$ cat src/rtl/stmt_sidefx_pkg.sv
// Shared types and constants for the side-effect event queue.
// The kind enum, sequence/overflow widths and the drain FSM states live here.
package stmt_sidefx_pkg;

    localparam int SEQ_W = 8;
    localparam int OVF_W = 8;

    typedef enum logic [1:0] {
        KIND_DISPLAY  = 2'd0,
        KIND_DPI_CALL = 2'd1,
        KIND_DPI_RET  = 2'd2,
        KIND_RSVD     = 2'd3
    } event_kind_e;

    typedef enum logic {
        ST_RUN   = 1'b0,
        ST_DRAIN = 1'b1
    } drain_state_e;

    // Increment that sticks at all-ones instead of wrapping.
    function automatic logic [OVF_W-1:0] sat_inc(input logic [OVF_W-1:0] v);
        return (v == '1) ? v : v + OVF_W'(1);
    endfunction

endpackage

$ cat src/rtl/stmt_sidefx_fifo.sv
// Event storage with a registered head word: the head register always holds
// the oldest entry, so a word written into an empty queue shows up one cycle later.
module stmt_sidefx_fifo
    import stmt_sidefx_pkg::*;
#(
    parameter  int DEPTH = 4,
    parameter  int WIDTH = 42,
    localparam int CNT_W = $clog2(DEPTH) + 1
) (
    input  logic             clk,
    input  logic             rst,
    input  logic             push,
    input  logic [WIDTH-1:0] push_data,
    input  logic             pop,
    output logic [WIDTH-1:0] head_data,
    output logic [CNT_W-1:0] count
);

    localparam int PTR_W = $clog2(DEPTH);
    localparam logic [CNT_W-1:0] DEPTH_CNT = CNT_W'(DEPTH);

    logic [WIDTH-1:0] mem [DEPTH];
    logic [PTR_W-1:0] wr_ptr_reg;
    logic [PTR_W-1:0] rd_ptr_reg;
    logic [PTR_W-1:0] rd_next;
    logic [CNT_W-1:0] count_reg;
    logic [CNT_W-1:0] after_pop;
    logic [WIDTH-1:0] head_reg;
    logic             push_ok;
    logic             pop_ok;

    assign push_ok   = push && (count_reg != DEPTH_CNT);
    assign pop_ok    = pop && (count_reg != '0);
    assign rd_next   = pop_ok ? rd_ptr_reg + PTR_W'(1) : rd_ptr_reg;
    assign after_pop = count_reg - (pop_ok ? CNT_W'(1) : CNT_W'(0));

    // Storage array has no reset so it can map onto distributed/block RAM.
    always_ff @(posedge clk) begin
        if (push_ok) begin
            mem[wr_ptr_reg] <= push_data;
        end
    end

    always_ff @(posedge clk or posedge rst) begin
        if (rst) begin
            wr_ptr_reg <= '0;
            rd_ptr_reg <= '0;
            count_reg  <= '0;
            head_reg   <= '0;
        end else begin
            if (push_ok) begin
                wr_ptr_reg <= wr_ptr_reg + PTR_W'(1);
            end
            rd_ptr_reg <= rd_next;
            count_reg  <= after_pop + (push_ok ? CNT_W'(1) : CNT_W'(0));
            // When the queue would otherwise be empty the incoming word
            // bypasses the array; otherwise the next-oldest stored word loads.
            if (after_pop == '0) begin
                if (push_ok) begin
                    head_reg <= push_data;
                end
            end else if (pop_ok) begin
                head_reg <= mem[rd_next];
            end
        end
    end

    assign head_data = head_reg;
    assign count     = count_reg;

endmodule

$ cat src/rtl/stmt_sidefx_queue.sv
// Side-effect event queue: stamps accepted events with a sequence number,
// counts refused offers, and supports a drain-and-block flush.
module stmt_sidefx_queue
    import stmt_sidefx_pkg::*;
#(
    parameter int DEPTH = 4,
    parameter int ARG_W = 32
) (
    input  logic             clk,
    input  logic             rst,
    input  logic             in_valid,
    output logic             in_ready,
    input  logic [1:0]       in_kind,
    input  logic [ARG_W-1:0] in_arg,
    output logic             out_valid,
    input  logic             out_ready,
    output logic [1:0]       out_kind,
    output logic [ARG_W-1:0] out_arg,
    output logic [SEQ_W-1:0] out_seq,
    input  logic             flush_req,
    output logic             flush_done,
    output logic [OVF_W-1:0] ovf_count
);

    // DEPTH must be a power of two between 2 and 16; pointers wrap by overflow.
    localparam int CNT_W = $clog2(DEPTH) + 1;
    localparam int ENT_W = 2 + SEQ_W + ARG_W;
    localparam logic [CNT_W-1:0] DEPTH_CNT = CNT_W'(DEPTH);

    drain_state_e     state_reg;
    drain_state_e     state_next;
    logic             in_ready_reg;
    logic [SEQ_W-1:0] seq_reg;
    logic [OVF_W-1:0] ovf_reg;
    logic [CNT_W-1:0] count;
    logic [CNT_W-1:0] count_next;
    logic [ENT_W-1:0] head;
    logic [ENT_W-1:0] push_data;
    logic             push;
    logic             pop;

    assign push      = in_valid && in_ready_reg;
    assign pop       = out_valid && out_ready;
    assign out_valid = (count != '0);
    assign push_data = {in_kind, seq_reg, in_arg};

    assign count_next = count + CNT_W'(push) - CNT_W'(pop);

    always_comb begin
        state_next = state_reg;
        case (state_reg)
            ST_RUN:   if (flush_req) state_next = ST_DRAIN;
            ST_DRAIN: if (count_next == '0) state_next = ST_RUN;
            default:  state_next = ST_RUN;
        endcase
    end

    // Pulses in the cycle whose pop empties the queue (or at once if already empty).
    assign flush_done = (state_reg == ST_DRAIN) && (count_next == '0);

    always_ff @(posedge clk or posedge rst) begin
        if (rst) begin
            state_reg    <= ST_RUN;
            in_ready_reg <= 1'b0;
            seq_reg      <= '0;
            ovf_reg      <= '0;
        end else begin
            state_reg    <= state_next;
            // Registered from next-cycle occupancy so in_ready never sees out_ready combinationally.
            in_ready_reg <= (state_next == ST_RUN) && (count_next < DEPTH_CNT);
            if (push) begin
                seq_reg <= seq_reg + SEQ_W'(1);
            end
            if (in_valid && !in_ready_reg) begin
                ovf_reg <= sat_inc(ovf_reg);
            end
        end
    end

    stmt_sidefx_fifo #(
        .DEPTH (DEPTH),
        .WIDTH (ENT_W)
    ) u_fifo (
        .clk       (clk),
        .rst       (rst),
        .push      (push),
        .push_data (push_data),
        .pop       (pop),
        .head_data (head),
        .count     (count)
    );

    assign in_ready  = in_ready_reg;
    assign out_kind  = head[ENT_W-1 -: 2];
    assign out_seq   = head[ARG_W +: SEQ_W];
    assign out_arg   = head[ARG_W-1:0];
    assign ovf_count = ovf_reg;

endmodule

$ cat config.mk
export PLATFORM = sky130hd
export DESIGN_NAME = stmt_sidefx_queue
export DESIGN_NICKNAME = d
export VERILOG_FILES = /design/src/rtl/stmt_sidefx_pkg.sv /design/src/rtl/stmt_sidefx_fifo.sv /design/src/rtl/stmt_sidefx_queue.sv
export SDC_FILE = /design/constraint.sdc
export NUM_CORES = 1
export LEC_CHECK = 0
export CORE_AREA = 2 2 142 144
export CTS_BUF_LIST = sky130_fd_sc_hd__clkbuf_16
export CTS_CLUSTER_SIZE = 28
export DETAILED_ROUTE_END_ITERATION = 10
export DIE_AREA = 0 0 144 146
export PLACE_DENSITY = 0.84
export SYNTH_ARGS = -nofsm -noshare
export SYNTH_HDL_FRONTEND = slang
export SYNTH_HIERARCHICAL = 1
export SYNTH_SLANG_ARGS = --single-unit
$ cat constraint.sdc
create_clock -name clk -period 3.3 [get_ports clk]
set_input_delay 0.66 -clock clk [delete_from_list [all_inputs] [get_ports clk]]
set_output_delay 0.66 -clock clk [all_outputs]
set_load 0.005 [all_outputs]
# Word level (Yosys, flattened, before mapping)
# Memory sizes are Yosys's and may differ from the RTL's.
# Cells that the tools add are included.
[word_totals]
elab_cells = 49
regBits = 67
ramBits = 168
n_memories = 1
mem_bits_ro = 0
latch_bits = 0
output_inout_bits = 53
[memory_table]
columns = ["name", "depth", "word_bits", "read_ports", "rd_clocked_by_memory_dff", "write_ports", "line_no", "rtl"]
rows = [
  ["u_fifo.mem", 4, 42, 1, 0, 1, "stmt_sidefx_fifo.sv:22", "logic [WIDTH-1:0] mem [DEPTH];"],
]
[op_classes]
bitwise = 3
muxes = 11
shift = 0
order_cmp = 1
reduce_logical = 14
eq_ne = 3
n_div = 0
mul = 0
n_addsub = 8
[ops]
columns = ["operator", "n"]
rows = [
  ["two-way mux 42 bit", 3],
  ["adder 8 x 1 -> 8 bit, second input constant", 2],
  ["equality test 8 bit, second input constant", 1],
  ["logical AND 1 bit", 7],
  ["zero test 3 bit", 2],
  ["two-way mux 1 bit", 6],
  ["adder 2 x 1 -> 2 bit, second input constant", 2],
  ["AND reduction 2 bit", 2],
  ["adder 3 x 1 -> 3 bit", 1],
  ["adder 3 bit", 1],
  ["< comparator 3 bit, second input constant", 1],
  ["!= test 3 bit, second input constant", 1],
  ["inverter 1 bit", 3],
  ["nonzero test 3 bit", 1],
  ["subtractor 3 x 1 -> 3 bit", 1],
  ["subtractor 3 bit", 1],
  ["two-way mux 2 bit", 1],
  ["!= test 2 x 1 -> 1 bit, second input constant", 1],
  ["one-hot mux 1 bit (2 select lines)", 1],
  ["nonzero test 2 bit", 1],
  ["zero test 1 bit", 1],
]

# Longest topological paths before layout
[depth]
ltp_word = 8
mapped_depth = 17
mapped_depth_nobuf = 11

# Cells and area by module
# The synthesis kept the hierarchy.
[modules_own_cells]
columns = ["module", "n_inst", "cells_per_inst", "area_per_inst_um2"]
rows = [
  ["stmt_sidefx_fifo", 1, 631, 9031.2],
  ["stmt_sidefx_queue", 1, 82, 932.1],
]

# Worst setup path before layout
# Ideal clock, no wire load.
[synth_path]
path_kind = "flip-flop to flip-flop"
start = "register u_fifo.count_reg[1], in the netlist u_fifo/count[1]"
end = "register u_fifo.head_reg[14], in the netlist u_fifo/head_data[14]"
t_arrival_ns = 3.320
t_required_ns = 3.163
setup_slack_ns = -0.157
setup_ns = 0.137
path_stages_with_launch = 18
path_cell_list = "dfrtp_1 -> or3_1 -> and2_1 -> o31ai_2 -> buf_4 -> inv_2 -> buf_2 -> buf_1 -> ha_1 -> ha_1 -> and2_1 -> and4_1 -> buf_2 -> or2_1 -> buf_6 -> buf_6 -> o22ai_2 -> a21oi_1"
[synth_via]
elab_chain_len = 8
word_cells_on_any_way = 15
classes_between = "1 x add/sub; 2 x eq/ne; 4 x mux; 7 x reduce/logical; 1 x memory"
[synth_rtl]
columns = ["element", "line_no", "rtl"]
rows = [
  ["start: declaration", "stmt_sidefx_fifo.sv:26", "logic [CNT_W-1:0] count_reg;"],
  ["start signal: assignment", "stmt_sidefx_fifo.sv:55", "count_reg <= after_pop + (push_ok ? CNT_W'(1) : CNT_W'(0));"],
  ["nonzero test 3 bit *", "stmt_sidefx_queue.sv:44", "assign out_valid = (count != '0);"],
  ["via out_valid", "stmt_sidefx_queue.sv:15", "output logic out_valid,"],
  ["logical AND 1 bit *", "stmt_sidefx_queue.sv:43", "assign pop = out_valid && out_ready;"],
  ["via pop", "stmt_sidefx_queue.sv:40", "logic pop;"],
  ["logical AND 1 bit *", "stmt_sidefx_fifo.sv:33", "assign pop_ok = pop && (count_reg != '0);"],
  ["two-way mux 1 bit", "stmt_sidefx_fifo.sv:35", "assign after_pop = count_reg - (pop_ok ? CNT_W'(1) : CNT_W'(0));"],
  ["subtractor 3 bit", "stmt_sidefx_fifo.sv:35", ""],
  ["zero test 3 bit", "stmt_sidefx_fifo.sv:58", "if (after_pop == '0) begin"],
  ["!= test 2 x 1 -> 1 bit (no line) / nonzero test 2 bit (equally long branches)", "-", ""],
  ["AND reduction 2 bit (no line)", "-", ""],
  ["end signal: assignment", "stmt_sidefx_fifo.sv:60", "head_reg <= push_data;"],
  ["end signal: assignment", "stmt_sidefx_fifo.sv:63", "head_reg <= mem[rd_next];"],
  ["end: declaration", "stmt_sidefx_fifo.sv:28", "logic [WIDTH-1:0] head_reg;"],
]
# The timed path passes the listed nets; every way through them passes the cells marked *. The select of a mux whose other input is x is not followed.
# A chain may end at the register's enable or synchronous reset.

# Final worst setup path
[layout_path]
start = "register u_fifo.count_reg[2], in the netlist u_fifo/count[2]"
end = "output port flush_done"
[layout_via]
elab_chain_len = 5
word_cells_on_any_way = 6
classes_between = "2 x add/sub; 4 x reduce/logical"
[layout_rtl]
columns = ["element", "line_no", "rtl"]
rows = [
  ["nonzero test 3 bit", "stmt_sidefx_queue.sv:44", ""],
  ["logical AND 1 bit", "stmt_sidefx_queue.sv:43", ""],
  ["via pop", "stmt_sidefx_queue.sv:40", ""],
  ["subtractor 3 x 1 -> 3 bit", "stmt_sidefx_queue.sv:47", "assign count_next = count + CNT_W'(push) - CNT_W'(pop);"],
  ["zero test 3 bit", "stmt_sidefx_queue.sv:59", "assign flush_done = (state_reg == ST_DRAIN) && (count_next == '0);"],
  ["logical AND 1 bit", "stmt_sidefx_queue.sv:59", ""],
  ["end: declaration", "stmt_sidefx_queue.sv:21", "output logic flush_done,"],
]
# The timed path passes the listed nets, and every way through them passes these cells.

==> impl_metrics.tcl <==
set metrics [dict create \
    status "finished with violations" \
    violations "negative setup slack" \
    setup_ws_ns -0.309 \
    dieArea_sq_um 21000 \
    dieHeight_microns 146 \
    antenna_found_initial 0 \
    worstPathArrival_ns 2.95 \
    grt_overflow 0 \
    cts-root-buf "clkbuf_16" \
    dr.pass1.iters 5 \
    syn_inst 713 \
    synth_flop_cell "edfxtp_1" \
    tightest_slew_ns 0.915 \
    cts_max_path_buffers 3 \
    r2r_slack_ns 0.09 \
    fin_nets 867 \
    synth_compound_area_frac 0.117 \
    finalMaxSlewViolations 0 \
    yosysSeqAreaShare 0.675 \
    rows 51 \
    yosysMostFrequentCell "edfxtp_1" \
    peakVddDrop_uv 723 \
    synth.area.top_cells "edfxtp_1 (51%), dfrtp_1 (17%), mux2_2 (6.1%), a21oi_1 (2.3%), o22ai_1 (2.0%)" \
    hold_violations 0 \
    totalWireLength_mm 22.1 \
    relSlewSlack 0.390 \
    synth_mux_area_frac 0.0802 \
    yosysTopAreaCellShare 0.506 \
    htreeDepth 1 \
    antenna_cells 0 \
    startpoint_type "flop" \
    pin_count 92 \
    fmax_mhz 277 \
    dp_slack_ns -0.706 \
    synth_xor_area_frac 0.0146 \
    clock_latency_ns 0.52 \
    drc_errors 0 \
    largest_reg_flops 168 \
    final_cell_count_no_fill 1098 \
    maxCapViolCount 0 \
    synth-edff-count 168 \
    core-area_sq_um 19300 \
    grt_pass1_vias 6661 \
    setup_tns_ns -0.309 \
    cp-end-kind "output port" \
    top_register "u_fifo/mem" \
    synth_cell_types 53 \
    dp_hpwl_mm 12.8 \
    grt_max_degree 60 \
    grt_usage 0.207 \
    syn2layout_area_growth_pct 22.3 \
    yosysTopAreaCell "edfxtp_1" \
    placedCellCount 1048 \
    skew_ns 0.0167 \
    rsz0062_at_grt "yes" \
    grt_pass1_wl_mm 34.4 \
    synth_top_family_by_area "compound AO/OA/AOI/OAI gates" \
    critical_path_class "flop to output port" \
    die_x_microns 144 \
    cts_buffers 24 \
    ant_nets 0 \
    start_util 0.515 \
    synthAdderAreaFrac 0.0171 \
    clkTransAtPathRegs_ns 0.06 \
    setup_viol_count_final 1 \
    ys_seq_elements 235 \
    p_leak_nw 4.36 \
    drt_iter0_markers 540 \
    synthTopCellsByCount "edfxtp_1 (168), dfrtp_1 (67), mux2_2 (54)" \
    ys_warn_count 6 \
    async_reset_ff_frac 0.285 \
    numPortBuffers 91 \
    critPathRequiredTime_ns 2.64 \
    power.density_nw_per_um2 950 \
    synth-simple-area-share 0.0693 \
    syn-num-nets 765 \
    path_max_fanout 2 \
    synth_area_sq_um 9960 \
    wl_per_cell_microns 20.1 \
    cts_tree "yes" \
    place.gp.congestion 0.798 \
    synth.avg_cell_area_sq_um 14.0 \
    cts.sinks 235 \
    hp-class "flop to flop" \
    post-route-min-period_ns 3.61 \
    finalCritPeriodShare 1.09 \
    vias 6539 \
    drive_gt1_frac 0.175 \
    drt-vias-per-instance 5.96 \
]
cells in the final DEF, fill, tap and decap left out, types with 12 or more instances in the layout:
cell type and count:
a211oi_1 12, a21oi_1 45, buf_4 21, clkbuf_16 24, clkdlybuf4s50_1 90, dfrtp_1 66, edfxtp_1 168, inv_1 19
mux2_2 54, mux2i_1 18, nand2_1 51, nor3_1 25, nor3b_1 12, o21ai_0 36, o21ai_1 19, o22ai_1 32
o311a_1 12, xnor2_1 13
kinds of logic (layout without fill, tap and decap cells):
kind of cell	after synthesis	count (layout)
AOI/OAI and AO/OA	183	183
adders and majority gates	13	13
muxes	73	73
xor gates and xnor gates	15	15
and+or+nand+nor	133	133
buffers and inverters	61	181
DFF	235	235
repair_timing:
| item | in CTS | in global routing |
|---|---|---|
| setup endpoints to repair | 1 | 2 |
| buffers inserted | 4 | 2 |
| hold buffers | 0 | 0 |
| gates resized for setup | 11 | 1 |
| pin swaps | 6 | 3 |
area by class of cell:
type / instances / area, sq um
clock buffer: 24 / 601
clock inverter: 20 / 126
fill: 1361 / 7150
inverter: 14 / 52.6
multi-input combinational: 417 / 3060
sequential: 235 / 6720
tap: 265 / 332
timing repair buffer: 123 / 1290
per-stage QoR:
step	util	total power, mW	area [sq um]	hold WS [ns]
detailed placement	0.588	8.95	11400	0.475
CTS	0.629	11.5	12200	0.489
finish	0.630	11.6	12200	0.482
global route	0.630	12.1	12200	0.515
global placement	0.588	8.75	11400	0.466
floorplan	-	7.09	9990	0.473
power breakdown:
group,internal [mW],switching [mW]
sequential,3.71,0.448
clock,1.40,1.08
combinational,2.40,2.54
layer usage:
layer,track usage,part of all wire,vias up,routed length (microns)
li1,-,-,2950,-
met1,0.266,0.42,3332,9190
met2,0.361,0.51,215,11300
met3,0.0296,0.052,42,1140
met4,0.0706,0.024,0,522
met5,0,0,-,0
critical path, cell delays in order (launching register included):
cell and delay [ns]:
dfrtp_1 0.38, or3_4 0.39, and2_4 0.16, ha_4 0.25, inv_2 0.04, ha_4 0.14
fa_1 0.44, or3b_4 0.43, nor2_4 0.11, buf_6 0.10
final timing paths:
check / start / to / cells after the start
min in group asynchronous: rst / u_fifo/head_data[32] / 2
hold / removal: u_fifo/head_data[4] / u_fifo/head_data[4] / 2
hold reg to reg: u_fifo/head_data[4] / u_fifo/head_data[4] / 2
max in group asynchronous: rst / u_fifo/rd_ptr_reg[1] / 3
setup / recovery: u_fifo/count[2] / flush_done / 9
setup reg to reg: u_fifo/count[2] / u_fifo/head_data[3] / 16
Power figures use the tool's default switching activity.
